<file path="src/rtl/ysyx_redirect_seq.sv">
// Commit-side redirect sequencer: store-queue drain, I-cache invalidate, flush.
// Optional perf counters enabled with YSYX_REDIRECT_PERF_EN.
module ysyx_redirect_seq #(
  parameter int XLEN          = 32,
  parameter int DRAIN_TIMEOUT = 64,
  parameter int CNT_W         = 16
) (
  input  logic            clock,
  input  logic            reset,
  input  logic            cm_valid,
  input  logic [2:0]      cm_kind,
  input  logic [XLEN-1:0] cm_target,
  output logic            cm_ready,
  input  logic            sq_empty,
  output logic            ic_inv_req,
  input  logic            ic_inv_ack,
  output logic            flush_pipeline,
  output logic            fence_time,
  output logic            redirect_valid,
  output logic [XLEN-1:0] redirect_pc,
  output logic            busy,
  output logic            drain_err
`ifdef YSYX_REDIRECT_PERF_EN
  ,
  output logic [CNT_W-1:0] perf_brmiss,
  output logic [CNT_W-1:0] perf_fence,
  output logic [CNT_W-1:0] perf_drain_cycles
`endif
);

  localparam logic [2:0] K_BR   = 3'd1;
  localparam logic [2:0] K_TRAP = 3'd2;
  localparam logic [2:0] K_MRET = 3'd3;
  localparam logic [2:0] K_FI   = 3'd4;
  localparam logic [2:0] K_FT   = 3'd5;

  localparam int CW = $clog2(DRAIN_TIMEOUT + 1);
  localparam logic [CW-1:0] CNT_MAX = CW'(DRAIN_TIMEOUT);
  localparam logic [CW-1:0] CNT_ERR = CW'(DRAIN_TIMEOUT - 1);

  typedef enum logic [1:0] {
    IDLE,
    DRAIN,
    INV,
    FLUSH
  } state_t;

  state_t          state;
  logic [CW-1:0]   cnt;
  logic [2:0]      kind_q;
  logic [XLEN-1:0] target_q;

  logic is_jmp;
  logic is_fence;

  assign is_jmp   = cm_kind inside {K_BR, K_TRAP, K_MRET};
  assign is_fence = cm_kind inside {K_FI, K_FT};

  always_ff @(posedge clock or negedge reset) begin
    if (!reset) begin
      state     <= IDLE;
      cnt       <= '0;
      kind_q    <= '0;
      target_q  <= '0;
      drain_err <= 1'b0;
    end else begin
      unique case (state)
        IDLE: begin
          if (cm_valid) begin
            unique case (1'b1)
              is_jmp: begin
                state    <= FLUSH;
                kind_q   <= cm_kind;
                target_q <= cm_target;
              end
              is_fence: begin
                state    <= DRAIN;
                cnt      <= '0;
                kind_q   <= cm_kind;
                target_q <= cm_target;
              end
              default: ;
            endcase
          end
        end
        DRAIN: begin
          if (sq_empty) begin
            cnt   <= '0;
            state <= (kind_q == K_FI) ? INV : FLUSH;
          end else begin
            if (cnt != CNT_MAX) cnt <= cnt + CW'(1);
            // sticky: keep waiting, just flag it
            if (cnt >= CNT_ERR) drain_err <= 1'b1;
          end
        end
        INV: begin
          if (ic_inv_ack) state <= FLUSH;
        end
        FLUSH: state <= IDLE;
        default: state <= IDLE;
      endcase
    end
  end

  assign cm_ready       = (state == IDLE);
  assign busy           = (state != IDLE);
  assign ic_inv_req     = (state == INV);
  assign flush_pipeline = (state == FLUSH);
  assign redirect_valid = (state == FLUSH);
  assign fence_time     = (state == FLUSH) && (kind_q == K_FT);
  assign redirect_pc    = target_q;

`ifdef YSYX_REDIRECT_PERF_EN
  logic acc;
  assign acc = cm_valid && (state == IDLE);

  always_ff @(posedge clock or negedge reset) begin
    if (!reset) begin
      perf_brmiss       <= '0;
      perf_fence        <= '0;
      perf_drain_cycles <= '0;
    end else begin
      if (acc && cm_kind == K_BR)
        perf_brmiss <= perf_brmiss + CNT_W'(1);
      if (acc && is_fence)
        perf_fence <= perf_fence + CNT_W'(1);
      if (state == DRAIN)
        perf_drain_cycles <= perf_drain_cycles + CNT_W'(1);
    end
  end
`endif

endmodule

</file>
<file path="config.mk">
export PLATFORM = sky130hd
export DESIGN_NAME = ysyx_redirect_seq
export DESIGN_NICKNAME = d
export VERILOG_FILES = /design/src/rtl/ysyx_redirect_seq.sv
export SDC_FILE = /design/constraint.sdc
export NUM_CORES = 1
export LEC_CHECK = 0
export BUFFER_PORTS_ARGS = -buffer_cell sky130_fd_sc_hd__buf_2
export CORE_MARGIN = 2
export CORE_UTILIZATION = 34
export CTS_CLUSTER_SIZE = 24
export DETAILED_ROUTE_END_ITERATION = 8
export PLACE_DENSITY_LB_ADDON = 0.12
export SLEW_MARGIN = 20
export SYNTH_ARGS = -nofsm -noshare
export SYNTH_HDL_FRONTEND = slang
export SYNTH_SLANG_ARGS = --single-unit
</file>
<file path="constraint.sdc">
create_clock -name clock -period 1.75 [get_ports clock]
set_clock_uncertainty 0.05 [all_clocks]
set_input_delay 0.4375 -clock clock [delete_from_list [all_inputs] [get_ports clock]]
set_output_delay 0.4375 -clock clock [all_outputs]
set_load 0.05 [all_outputs]
</file>
* After elaboration in Yosys (flattened, before gate mapping)
Cells that the tools add are included.
** Operators by class
- Add/sub/neg operators :: 1
- Order comparisons :: 1
- Eq/ne operators :: 17
- Mux-type cells :: 11
- Bitwise operators :: 1
- Reductions and logical operators :: 11
** Operator list (count)
- $mux 7 :: 4
- $pmux 7 s2 :: 1
- $eq 3x3->1 const B :: 4
- $pmux 2 s4 :: 1
- $reduce_and 4->1 :: 2
- $add 7x1->7 const B :: 1
- $ge 7x6->1 const B :: 1
- $ne 7x7->1 const B :: 1
- $eq 3x2->1 const B :: 2
- $mux 2 :: 3
- $reduce_and 3->1 :: 2
- $reduce_bool 2->1 :: 3
- $eq 2x2->1 const B :: 2
- $ne 2x1->1 const B :: 2
- $ne 2x2->1 const B :: 2
- $pmux 2 s2 :: 1
- $eq 3x1->1 const B :: 1
- $ne 3x1->1 const B :: 1
- $ne 3x3->1 const B :: 1
- $reduce_bool 3->1 :: 1
- $eq 2x1->1 const B :: 1
- $logic_not 2->1 :: 1
- $reduce_or 2->1 :: 1
- $logic_and 1x1->1 :: 1
- other kinds (2) :: 2
** Word-level totals
- Flip-flop bits (word level) :: 45
- Output and inout port bits :: 39

* Logic depth before layout (Yosys ltp)
Gate-level depths: netlist (run 1).
- Depth after elaboration :: 5
- Gate-level depth with buffers :: 8
- Depth with buffers taken out :: 6

* Least setup slack after synthesis (run 1)
Ideal clock, no wire load.
- Path kind :: reg2reg
- Start :: reg state[0]
- End :: reg cnt[3]
- Setup time :: 0.095 ns
- Data arrival time :: 2.119 ns
- Data required time :: 1.605 ns
- Path slack :: -0.514 ns
- Cell stages (with the launch flop) :: 9
- Buffers on the path :: 2
- Clock period less this slack :: 2.264 ns
- Path through :: dfrtp_1 > inv_1 > ha_1 > buf_2 > and4b_1 > o32ai_4 > or2_1 > buf_6 > o31ai_1
** On the way
- Word-level cells in the longest chain between the ends :: 3
** RTL lines
- from (decl) :: line 48 : state_t state;
- from (signal assigned) :: line 89 : state <= (kind_q == K_FI) ? INV : FLUSH;
- $logic_not 2->1 (*)
- named net cm_ready :: line 13 : output logic cm_ready,
- $ne 2x1->1 (no line), or another cell as far along
- $reduce_and 4->1 (no line)
- to (signal assigned) :: line 91 : if (cnt != CNT_MAX) cnt <= cnt + CW'(1);
- to (decl) :: line 49 : logic [CW-1:0] cnt;
Mark *: on every way through the listed nets, which the timed path passes. The rest lies on a longest branch.
A chain may end at the register's enable or synchronous reset.

* Worst setup path in the final report (run 1)
- Start :: reg state[1]
- End :: out fence_time
** On the way
- Word-level cells in the longest chain between the ends :: 2
** RTL lines
- $eq 2x2->1 :: line 110 : assign fence_time = (state == FLUSH) && (kind_q == K_FT);
- $logic_and 1x1->1 :: line 110
- to (decl) :: line 18 : output logic fence_time,
No other way between the ends.

==> flow_results.org, run 1 <==
** STA
- The count of final max-slew check failures came to 0.
- Fmax :: approximately 0.55 GHz
- Hold slack final :: between 0.06 and 0.07 ns
- Setup repair after global routing could not meet its margin everywhere.
- Once routing completed, OpenROAD measured the worst setup slack at -0.08447 ns.
- In this run the tightest slew margin relative to its limit is 0.7715.
- Setup violations remaining at the end of the flow were counted as 10.
- Of the available clock period, the critical path in the final layout requires 1.048.
- The final number of hold-violating endpoints is 0.
- Worst Tran Pin Value :: about 0.34 ns
- The worst path in the final design needs a cycle of between 1.5 and 2 ns, including I/O delays and setup.

** Setup path
- The critical path is of the reg -> out type.
- Required time reported for the critical path endpoint :: roughly 1.3 ns
- Of all nets on the critical path, the largest fanout is 3.
- CP arrival :: 1.35 ns
- Endpoint class of the critical path :: output pin
- Setup crit start kind :: register

** Synth
- Dominant cell by count in the synthesized netlist :: sky130_fd_sc_hd__dfrtp_1
- Of the total synthesized cell area, the portion taken by full adders, half adders and majority gates is 0.03713.
- Dividing the synthesized area by the synthesized cell count gives roughly 13 um^2.
- Warning count from the yosys run :: 0
- The number of nets handed over by synthesis was between 200 and 250.
- Post-synth EDFFs :: 0
- Proportion of netlist area held by the largest area contributor :: 0.5569
- The commonest cells after synthesis are sky130_fd_sc_hd__dfrtp_1 (45), sky130_fd_sc_hd__mux2_2 (34), sky130_fd_sc_hd__o21ai_0 (10), sky130_fd_sc_hd__nand2_1 (8), sky130_fd_sc_hd__ha_1 (6).
- Combinational family with the most area after synthesis :: multiplexers
- Synth Area in Compound Gates :: 0.08787
- For this run, the register share of the synthesized area comes to 0.5569.
- Of the total synthesized cell area, the portion taken by AND, OR, NAND and NOR gates is 0.09530.
- Synthesis instantiated 32 different standard cells from the library.
- Post-synthesis mux area share :: 0.1943
- For this run, asynchronously set or reset flops after synthesis account for 1.000.
- The mapped netlist covers 2022 um^2.
- Register bit count reported by yosys :: 45
- Most area-hungry cell type in the Yosys netlist :: sky130_fd_sc_hd__dfrtp_1
- Number of cells produced by synthesis :: around 160
- Main area contributors after synthesis :: sky130_fd_sc_hd__dfrtp_1 (56%), sky130_fd_sc_hd__mux2_2 (19%), sky130_fd_sc_hd__ha_1 (3.7%)
- Leading register cell type out of synthesis :: sky130_fd_sc_hd__dfrtp_1
- Of the total synthesized cell area, the portion taken by XOR and XNOR cells is 0.

** Clock tree
- For this design, the CTS-stage hold fixing added 0 buffers.
- The H-tree generated during clock tree synthesis spans 2 levels.
- Clock sink total :: 45
- TritonCTS built the clock tree.
- Clock-pin slew was measured on the worst setup and hold paths at 0.08 ns.
- No sink is reached through more buffers than the 2 on the longest clock path.
- The tree is rooted in a sky130_fd_sc_hd__clkbuf_8.
- Source-to-sink clock delay at the later pin of the worst-skew pair :: 0.29 ns
- TritonCTS buffer count :: 5

** Global route
- Entering global routing, the biggest net connects 46 pins.
- The first global-routing pass estimated 7.238 mm of wire.
- For this run the aggregate overflow at the end of global routing stands at 0.
- Antenna violations before repair :: 0
- Vias in the first global route :: ~1500
- GRT Util Overall :: 0.1450

** Power and ir drop
- Power per Cell Area :: around 2000 nW/um^2
- Post-route total power :: slightly below 0.006 W
- Of the total power, the share spent switching nets is 0.4970.
- Share of power burned in registers :: 0.289
- Static leakage power :: 1.415 nW
- Clock network fraction of total power :: 0.107
- Of the total power, combinational logic draws 0.604.
- Switching pwr :: between 0.002 and 0.003 W
- Maximum VDD drop :: about 1100 uV
- Pint :: a little under 0.003 W

** Drt
- After detailed routing, the number of remaining DRC violations is 0.
- Iteration-0 DRC count of the detailed router :: 92
- Before antenna repair, the detailed router went through 4 iterations.
- The count of nets left with antenna violations once routing finished came out at 0.
- After detailed routing, the average wire length per cell comes to around 15 um.
- Using the TritonRoute via totals, the vias-per-cell ratio works out to 4.721.
- Number of vias in the routed layout :: 1572
- Summed over all layers, the routed wires come to about 4.9 mm.

** Die
- In this run the core area contains 28 standard-cell rows.
- Measured along the y axis, the die boundary spans between 80 and 90 um.
- The region available for standard cell placement spans 5816 um^2.
- between 70 and 80 I/O pins were placed.
- Die Outline Area :: ~6600 um^2
- The initial utilization of the core area, before any placement, comes to 0.3477.
- From left edge to right edge, the die measures roughly 81 um.

** Min path
- The worst hold path belongs to the class in -> async.

** Place
- Detailed placement finished with a half-perimeter wire length of ~3 mm.
- In this run the tool buffered the top-level ports with 78 buffer cells.
- Routability-driven placement finished with a final weighted congestion of between 0.8 and 0.9.

** Layout
- Counting the fill cells in the layout gives roughly 540.
- Antenna cells :: 0
- Number of nets in the layout :: roughly 300
- The area growth from synthesis to layout is 46.72%.
- Fraction of final layout cells sized beyond drive strength 1 :: 0.6202

** Job
- Max-cap violations :: 0

** Run status
- The final reports fail on setup timing.
- Result of the run :: finished, violations left
==> worst max-delay path, cell delays in order, from the launching register on <==
cell and delay (ns):
sky130_fd_sc_hd__dfrtp_1 0.41, sky130_fd_sc_hd__buf_6 0.13, sky130_fd_sc_hd__ha_4 0.15, sky130_fd_sc_hd__and4b_2 0.21, sky130_fd_sc_hd__buf_8 0.15
==> worst paths after layout <==
path,startpoint,end,slack [ns],cells after the start
setup reg to reg,state[0]$_DFFE_PN0P_,cnt[4]$_DFFE_PN0P_,-0.05,8
setup / recovery,state[1]$_DFFE_PN0P_,fence_time,-0.08,4
min in group clock,cm_target[7],redirect_pc[7]$_DFFE_PN0P_,0.32,2
hold / removal,reset,state[0]$_DFFE_PN0P_,0.07,2
max in group asynchronous,reset,drain_err$_DFFE_PN0P_,1.36,2
hold reg to reg,drain_err$_DFFE_PN0P_,drain_err$_DFFE_PN0P_,0.43,1
==> cells in the final DEF, fill, tap and decap left out, drive strengths merged, types with 2 or more instances in the layout <==
| cell type | instances |
|---|---|
| buf | 98 |
| dfrtp | 45 |
| mux2 | 34 |
| o21ai | 12 |
| clkbuf | 9 |
| nand2 | 8 |
| ha | 6 |
| nor2 | 5 |
| o31ai | 5 |
| inv | 5 |
| nor2b | 4 |
| nand3 | 3 |
| nor3 | 2 |
| nand2b | 2 |
| and2 | 2 |
| a41oi | 2 |
| and4b | 2 |
==> sequential cells by signal, indices dropped and copies added, names as in the netlist <==
name and count:
cnt 7, drain_err 1, kind_q 3, redirect_pc 32
state 2
==> area by class of cell <==
class | count | area [um^2] | share of cell area
Sequential cell | 45 | 1126 | 0.3796
Multi-Input combinational cell | 100 | 974.7 | 0.3286
Timing Repair Buffer | 100 | 666.9 | 0.2248
Tap cell | 75 | 93.84 | 0.03163
Clock buffer | 7 | 76.32 | 0.02573
Inverter | 5 | 21.27 | 0.007170
Clock inverter | 1 | 7.507 | 0.002531
==> power groups by stage <==
stage	logic [W]	clock network [W]	registers (W)
after floorplan	0.00112	0	0.00307
after global placement	0.00318	0	0.00170
after detailed placement	0.00320	0	0.00171
after CTS	0.00340	0.000667	0.00169
after global routing	0.00374	0.000713	0.00176
final	0.00354	0.000629	0.00169
==> routing by layer <==
layer / vias to the layer above / track usage / share of wire
li1: 761 / - / -
met1: 761 / 0.1935 / 0.47
met2: 41 / 0.2289 / 0.48
met3: 9 / 0.03667 / 0.038
met4: 0 / 0.05085 / 0.016
met5: - / 0 / 0
==> cell families (layout without fill, tap and decap cells) <==
| kind of cell | after synthesis | after routing |
|---|---|---|
| compound gates | 25 | 25 |
| fa+ha+maj | 6 | 6 |
| buf+inv | 11 | 113 |
| flops | 45 | 45 |
| mux | 35 | 35 |
| simple gates | 34 | 34 |
==> per-stage QoR <==
stage | instance area (um^2) | worst slack (ns) | std cells | util | TNS [ns]
final | 2967 | -0.08447 | 333 | 0.5101 | -0.4380
after global placement | 2606 | -0.03220 | 316 | 0.4482 | -0.04004
after detailed placement | 2606 | -0.02904 | 316 | 0.4482 | -0.03475
after floorplan | 2052 | -0.1371 | 156 | - | -0.6696
after CTS | 2833 | -0.09768 | 327 | 0.4871 | -0.1723
after global routing | 2967 | -0.1308 | 333 | 0.5101 | -1.425
==> timing repair <==
| action | 4_1_cts | 5_1_grt |
|---|---|---|
| buffers inserted | 3 | 2 |
| setup endpoints to repair | 9 | 46 |
| cloned | 0 | 4 |
| pin swaps | 2 | 4 |
| resized for setup | 31 | 10 |
(Power assumes the default switching activity.)
==> inputs of run 2 (changes only) <==
CAP_MARGIN = 0   (was unset)
CORE_ASPECT_RATIO = 1.2   (was unset)
CTS_BUF_LIST = sky130_fd_sc_hd__clkbuf_4 sky130_fd_sc_hd__clkbuf_8   (was unset)
==> run 2 against run 1 <==
Against the previous run: the run still ends with setup timing left; via count down 2.4%; register-to-register slack better by 0.11 ns; flip-flop and latch count unchanged; sequential share of layout area up 2.5 points; clock-buffer cell count unchanged; critical path type unchanged.
==> flow_results.org, run 2 (synthesis results as in run 1) <==
** Drt
- Count of nets left with antenna violations after detail routing :: 0 (unchanged)
- Via density per instance :: 4.652 (was 4.721)
- Number of vias in the routed layout :: 1535 (was 1572)
- Iteration-0 DRC count of the detailed router :: 63 (was 92)
- Average wire per cell in the routed design :: 12.56 um (was 14.61 um)
- Number of iterations in the first detailed-routing pass :: 4 (unchanged)
- DRC violation count after routing :: 0 (unchanged)
- The total wire length came to 4.145 mm (was 4.866 mm).

** Global route
- The residual overflow from global routing came to 0 (unchanged).
- Antenna violations before repair :: 0 (unchanged)
- Global-route wire length before repair :: 6.851 mm (was 7.238 mm)
- GRT Util Overall :: 0.1342 (was 0.1450)
- The via count of the first global-routing pass was 1530 (was 1534).
- The pin count of the biggest net entering global routing is 46 (unchanged).

** Place
- The routability-driven placement congestion ratio came to 0.8265 (was 0.8400).
- Number of cells after detailed placement :: 319 (was 316)
- Count of buffers from port buffering :: 78 (unchanged)
- Detailed placer's ending HPWL :: 2.931 mm (was 2.988 mm)
- The instance area at placement is 2597 um^2 (was 2606 um^2).

** Layout
- The area added between synthesis and finish is 37.87% (was 46.72%).
- The most common cell after layout, fill and taps aside was sky130_fd_sc_hd__buf_2 (unchanged).
- Number of filler cells placed in the layout :: 546 (was 538)
- Cell area after layout :: 2788 um^2 (was 2967 um^2)
- Top library cells by usage in the layout, fill and taps aside: sky130_fd_sc_hd__buf_2 (74), sky130_fd_sc_hd__dfrtp_1 (44), sky130_fd_sc_hd__mux2_2 (34) (was sky130_fd_sc_hd__buf_2 (74), sky130_fd_sc_hd__dfrtp_1 (45), sky130_fd_sc_hd__mux2_2 (33)).
- The final instance count without filler cells was 330 (was 333).
- The post-layout utilization of the core is 0.4886 (was 0.5101).
- Fraction of final layout cells sized beyond drive strength 1 :: 0.5920 (was 0.6202)
- Number of flip-flops in the largest register :: 32 (unchanged)
- Number of nets in the layout :: 295 (was 303)
- Antenna cells :: 0 (unchanged)

** STA
- Endpoints failing hold :: 0 (unchanged)
- Hold slack final :: 0.05776 ns (was 0.06507 ns)
- The final worst-path setup slack came to -0.07685 ns (was -0.08447 ns).
- The minimum clock period after layout was 1.827 ns (was 1.834 ns).
- The count of final setup violators came to 3 (was 10).
- Worst Tran Pin Value :: 0.3695 ns (was 0.3383 ns)
- RSZ-0062 raised after global routing: true (unchanged).
- The relative max-transition margin came to 0.7510 (was 0.7715).
- The post-route clock period utilization came to 1.044 (was 1.048).
- Final max-slew violation count :: 0 (unchanged)
- The highest clock rate was 0.5474 GHz (was 0.5451 GHz).

** Setup path
- The slowest cell on the critical path is sky130_fd_sc_hd__dfrtp_1 (unchanged).
- Start of the worst register-to-register path :: cnt[4]$_DFFE_PN0P_ (was state[0]$_DFFE_PN0P_)
- Register-to-register path setup slack :: 0.06 ns (was -0.05 ns)
- The arrival time at the worst endpoint is 1.34 ns (was 1.35 ns).
- The critical path launch point type is a register (unchanged).
- Worst reg2reg endpoint :: cnt[6]$_DFFE_PN0P_ (was cnt[4]$_DFFE_PN0P_)
- Required time reported for the critical path endpoint :: 1.26 ns (about the same)
- Endpoint class of the critical path :: output pin (unchanged)
- The maximum single-stage delay on the critical path was 0.41 ns (about the same).
- The critical path class is reg -> out (unchanged).
- The maximum fanout count along the critical path is 3 (unchanged).
- The depth of the worst register-to-register path came to 5 (was 8).
- Cell chain of the critical path :: buf_6, ha_4, and4b_2, buf_8 (unchanged)

** Run status
- Violated checks: setup timing (unchanged).
- Result of the run: finished, violations left (unchanged).

** Die
- Die Outline Area :: 6582 um^2 (was 6580 um^2)
- Number of placement rows :: 30 (was 28)
- Chip Width :: 74.40 um (was 81.12 um)
- The core region area is 5705 um^2 (was 5816 um^2).
- The vertical die dimension was 88.48 um (was 81.12 um).
- Boundary pin count :: 79 (unchanged)
- Starting density of the core :: 0.3544 (was 0.3477)

** Clock tree
- The clock net sink count is 45 (unchanged).
- TritonCTS buffer count :: 5 (unchanged)
- The clock-pin slew on the worst setup and hold paths was 0.09 ns (was 0.08 ns).
- The maximum clock path buffer count was 2 (unchanged).
- The cell at the root of the clock tree is sky130_fd_sc_hd__clkbuf_8 (unchanged).
- The clock tree from TritonCTS was built (unchanged).
- H-Tree Depth :: 2 (unchanged)
- The number of buffers inserted by hold repair at cts came to 0 (unchanged).
- The clock latency on the worst-skew pair was 0.29 ns (about the same).

** Job
- The max-capacitance violation count was 0 (unchanged).

** Power and ir drop
- The total power of the final layout is 0.005713 W (was 0.005866 W).
- Maximum VDD drop :: 1256 uV (was 1111 uV)
- Static leakage power :: 1.348 nW (was 1.415 nW)
- The cell area power density came to 2049 nW/um^2 (was 1977 nW/um^2).

** Min path
- The type of the most critical hold path was in -> async (unchanged).
run 2: per-stage QoR:
| step | TNS (ns) | setup WS, ns |
|---|---|---|
| floorplan | -0.6696 | -0.1371 |
| global placement | 0 | 0.001076 |
| detailed placement | -0.005067 | -0.002637 |
| CTS | -0.09471 | -0.09471 |
| global route | -0.3493 | -0.1210 |
| finish | -0.1597 | -0.07685 |
run 2: area by class of cell:
class                      count  area, um^2  share of cell area
clock buffer                   7       96.34             0.03456
clock inverter                 1       8.758            0.003142
inverter                       5       18.77            0.006733
multi-input combinational    100       887.1              0.3182
sequential                    45        1127              0.4044
tap                           80       100.1             0.03591
timing repair buffer          92       549.3              0.1970
run 2: critical path, delay by kind of cell (launching register included):
family	cells	cell delay, ns
buffers and inverters	2	0.28
adder cells (fa/ha/maj)	1	0.15
flip-flops	1	0.41
AND/OR/NAND/NOR	1	0.21
run 2: worst max-delay path by stage:
stage,from,end,slack [ns],cells past startpoint
after floorplan,state[1]$_DFFE_PN0P_,cnt[4]$_DFFE_PN0P_,-0.14,8
after global routing,state[1]$_DFFE_PN0P_,fence_time,-0.12,4
after global placement,cnt[4]$_DFFE_PN0P_,cnt[2]$_DFFE_PN0P_,0.001,4
after detailed placement,cnt[4]$_DFFE_PN0P_,cnt[0]$_DFFE_PN0P_,-0.003,4
after CTS,state[1]$_DFFE_PN0P_,fence_time,-0.09,4
final,state[1]$_DFFE_PN0P_,fence_time,-0.08,4
run 2: per-layer routing:
layer	GRT usage	wire (um)
met5	0	0
met3	0.03645	248
met1	0.1664	1795
met2	0.2253	2062
met4	0.04545	38
run 2: report_power, final:
group	switching [W]	total (W)	internal (W)
sequential	0.000228	0.00171	0.00149
combinational	0.00224	0.00328	0.00104
clock	0.000352	0.000717	0.000365
total	0.00282	0.00571	0.00289
run 2: what timing repair did:
action / in CTS / in global routing
setup buffers: 2 / 1
resized for setup: 7 / 15
cloned: 0 / 0
pin swaps: 0 / 3
hold endpoints to repair: 0 / 0
setup endpoints to repair: 6 / 12
==> inputs of run 3 (changes only) <==
MAX_ROUTING_LAYER = met4   (was unset)
PLACE_DENSITY = 0.69   (was unset)
PLACE_DENSITY_LB_ADDON = unset   (was 0.12)
SETUP_SLACK_MARGIN = 0.02   (was unset)
==> run 3 against run 2 <==
Against the previous run: critical endpoint unchanged; flip-flop and latch count did not move; the flow still finishes with violations (setup timing); clock power rose by 11%; utilization rose by 4.7 points; final area rose by 9.7%; wire length rose by 15%; critical path type unchanged; total power rose by 10%.
==> flow_results.org, run 3 (synthesis results as in run 1) <==
** STA
- RSZ-0062 raised after global routing: true (unchanged).
- The count of final max-slew check failures is 0 (unchanged).
- The final number of hold-violating endpoints is 0 (unchanged).
- Count of endpoints failing setup in the final report :: 3 (unchanged)
- The minimum clock period after layout is 1.833 ns (was 1.827 ns).
- The transition time of the tightest slew-check pin is 0.3574 ns (was 0.3695 ns).
- Slew HR :: 0.7617 (was 0.7510)
- The highest clock rate was 0.5454 GHz (was 0.5474 GHz).
- Period utilization :: 1.048 (was 1.044)
- The final worst-path setup slack was -0.08335 ns (was -0.07685 ns).

** Clock tree
- The CTS buffer count was 5 (unchanged).
- Clk slew on worst S/H paths :: 0.09 ns (about the same)
- Clock sink total :: 45 (unchanged)
- Root buffer selected by CTS :: sky130_fd_sc_hd__clkbuf_8 (unchanged)
- The clock latency on the worst-skew pair came to 0.29 ns (about the same).
- The clock tree from TritonCTS is built (unchanged).
- The maximum clock path buffer count came to 2 (unchanged).
- The number of buffers inserted by hold repair at cts was 0 (unchanged).
- The maximum level of the CTS H-tree was 2 (unchanged).

** Drt
- The routed wire length per instance is 13.84 um (was 12.56 um).
- The first-pass detailed-route iteration total came to 4 (unchanged).
- The DRC violation count after routing came to 0 (unchanged).
- Iteration-0 DRC count of the detailed router :: 74 (was 63)
- Drt total wl :: 4.747 mm (was 4.145 mm)
- The routed via count divided by cell count came to 4.749 (was 4.652).
- The total via count in the routed design is 1629 (was 1535).
- The number of antenna-violating nets in the routed design came to 0 (unchanged).

** Job
- The max-capacitance violation count came to 0 (unchanged).

** Die
- Die Ht :: 88.48 um (unchanged)
- The number of placement rows came to 30 (unchanged).
- Die Outline Area :: 6582 um^2 (unchanged)
- Boundary pin count :: 79 (unchanged)
- Chip Width :: 74.40 um (unchanged)
- The initial standard-cell utilization of the core is 0.3544 (unchanged).
- The core region area is 5705 um^2 (unchanged).

** Power and ir drop
- Post-route total power :: 0.006299 W (was 0.005713 W)
- Power per Cell Area :: 2060 nW/um^2 (was 2049 nW/um^2)
- Maximum VDD drop :: 1144 uV (was 1256 uV)
- Static leakage power :: 1.488 nW (was 1.348 nW)

** Layout
- Number of nets in the layout :: 308 (was 295)
- The post-layout utilization of the core came to 0.5360 (was 0.4886).
- Area growth from synthesis to layout :: 51.24% (was 37.87%)
- Number of filler cells placed in the layout :: 537 (was 546)
- Area of combinational cells with multiple inputs :: 962.2 um^2 (was 887.1 um^2)
- The design area was 3058 um^2 (was 2788 um^2).
- The final instance count without filler cells came to 343 (was 330).
- Commonest non-fill, non-tap cell in the layout :: sky130_fd_sc_hd__buf_2 (unchanged)
- Top library cells by usage in the layout, fill and taps aside: sky130_fd_sc_hd__buf_2 (72), sky130_fd_sc_hd__dfrtp_1 (44), sky130_fd_sc_hd__mux2_2 (30) (was sky130_fd_sc_hd__buf_2 (74), sky130_fd_sc_hd__dfrtp_1 (44), sky130_fd_sc_hd__mux2_2 (34)).
- The count of inserted antenna diode cells came to 0 (unchanged).
- The number of flip-flops under the largest register name is 32 (unchanged).
- The sequential cell area in the final layout came to 1127 um^2 (unchanged).
- Fraction of final layout cells sized beyond drive strength 1 :: 0.6426 (was 0.5920)

** Global route
- Global-route wire length before repair :: 6.975 mm (was 6.851 mm)
- The via count of the first global-routing pass came to 1503 (was 1530).
- Largest net degree at the start of global routing :: 46 (unchanged)
- The residual overflow from global routing was 0 (unchanged).
- GRT Util Overall :: 0.1434 (was 0.1342)
- Antenna violations before repair :: 0 (unchanged)

** Place
- The number of placed cells counting well taps came to 321 (was 319).
- The sum of net half-perimeters after detailed placement is 3.111 mm (was 2.931 mm).
- Total placed instance area :: 2618 um^2 (was 2597 um^2)
- The routability-driven placement congestion ratio is 0.7695 (was 0.8265).
- The total of buffers placed on input and output ports is 78 (unchanged).

** Setup path
- The register-to-register setup slack was 0.03 ns (was 0.06 ns).
- The critical path launch point type was a register (unchanged).
- The depth of the worst register-to-register path is 7 (was 5).
- Worst reg2reg endpoint :: redirect_pc[10]$_DFFE_PN0P_ (was cnt[6]$_DFFE_PN0P_)
- The worst path required time is 1.26 ns (about the same).
- The arrival time at the worst endpoint was 1.35 ns (was 1.34 ns).
- The critical path class is reg -> out (unchanged).
- The maximum fanout count along the critical path came to 3 (unchanged).
- Endpoint class of the critical path :: output pin (unchanged)
- The reg-to-reg critical path startpoint was state[0]$_DFFE_PN0P_ (was cnt[4]$_DFFE_PN0P_).

** Run status
- Result of the run :: finished, violations left (unchanged)
- Violated checks :: setup timing (unchanged)

** Min path
- Kind of path behind the tightest hold check :: in -> async (unchanged)
==> run 3: repair_timing <==
item                                   CTS  global route
setup endpoints to repair                7            49
gates resized for setup                 30            23
buffers inserted                         7             4
gates cloned                             0             3
pin swaps                                3             4
endpoints found under the hold margin    0             0
==> run 3: worst max-delay path by stage <==
| stage | slack, ns | endpoint | startpoint |
|---|---|---|---|
| after floorplan | -0.14 | cnt[4]$_DFFE_PN0P_ | state[1]$_DFFE_PN0P_ |
| after global placement | 0.07 | redirect_pc[9]$_DFFE_PN0P_ | cm_kind[2] |
| after detailed placement | 0.004 | cnt[3]$_DFFE_PN0P_ | state[1]$_DFFE_PN0P_ |
| after CTS | -0.08 | fence_time | state[1]$_DFFE_PN0P_ |
| after global routing | -0.12 | fence_time | state[1]$_DFFE_PN0P_ |
| final | -0.08 | fence_time | state[1]$_DFFE_PN0P_ |
==> run 3: power by group <==
part / switching [W] / total (W) / leakage, nW / internal, W
sequential: 0.000230 / 0.00172 / 0.549 / 0.00149
combinational: 0.00240 / 0.00378 / 0.880 / 0.00138
clock: 0.000354 / 0.000799 / 0.0588 / 0.000444
total: 0.00299 / 0.00630 / 1.49 / 0.00331
==> run 3: per-stage QoR <==
step	TNS (ns)	hold slack, ns	setup slack [ns]
final	-0.1300	0.04394	-0.08335
after global routing	-0.5443	0.05389	-0.1186
after detailed placement	0	0.3868	0.003632
after floorplan	-0.6696	0.09191	-0.1371
after global placement	0	0.3872	0.06728
after CTS	-0.2051	0.05941	-0.08490
==> run 3: cell type report <==
| class | count | area share |
|---|---|---|
| Clock buffer | 6 | 0.02496 |
| Clock inverter | 2 | 0.01268 |
| Inverter | 5 | 0.006956 |
| Multi-Input combinational cell | 100 | 0.3146 |
| Sequential cell | 45 | 0.3687 |
| Tap cell | 80 | 0.03273 |
| Timing Repair Buffer | 105 | 0.2394 |
==> run 3: routing by layer <==
layer / GRT usage / up-vias / share of wire
li1: - / 774 / -
met1: 0.1727 / 794 / 0.42
met2: 0.2349 / 56 / 0.52
met3: 0.03417 / 5 / 0.046
met4: 0.04870 / 0 / 0.0091
met5: - / - / 0
==> run 3: critical path, cell delays in order (launching register included) <==
cell                      delay [ns]
sky130_fd_sc_hd__dfrtp_1        0.40
sky130_fd_sc_hd__buf_6          0.13
sky130_fd_sc_hd__ha_4           0.15
sky130_fd_sc_hd__and4b_2        0.21
sky130_fd_sc_hd__buf_8          0.15
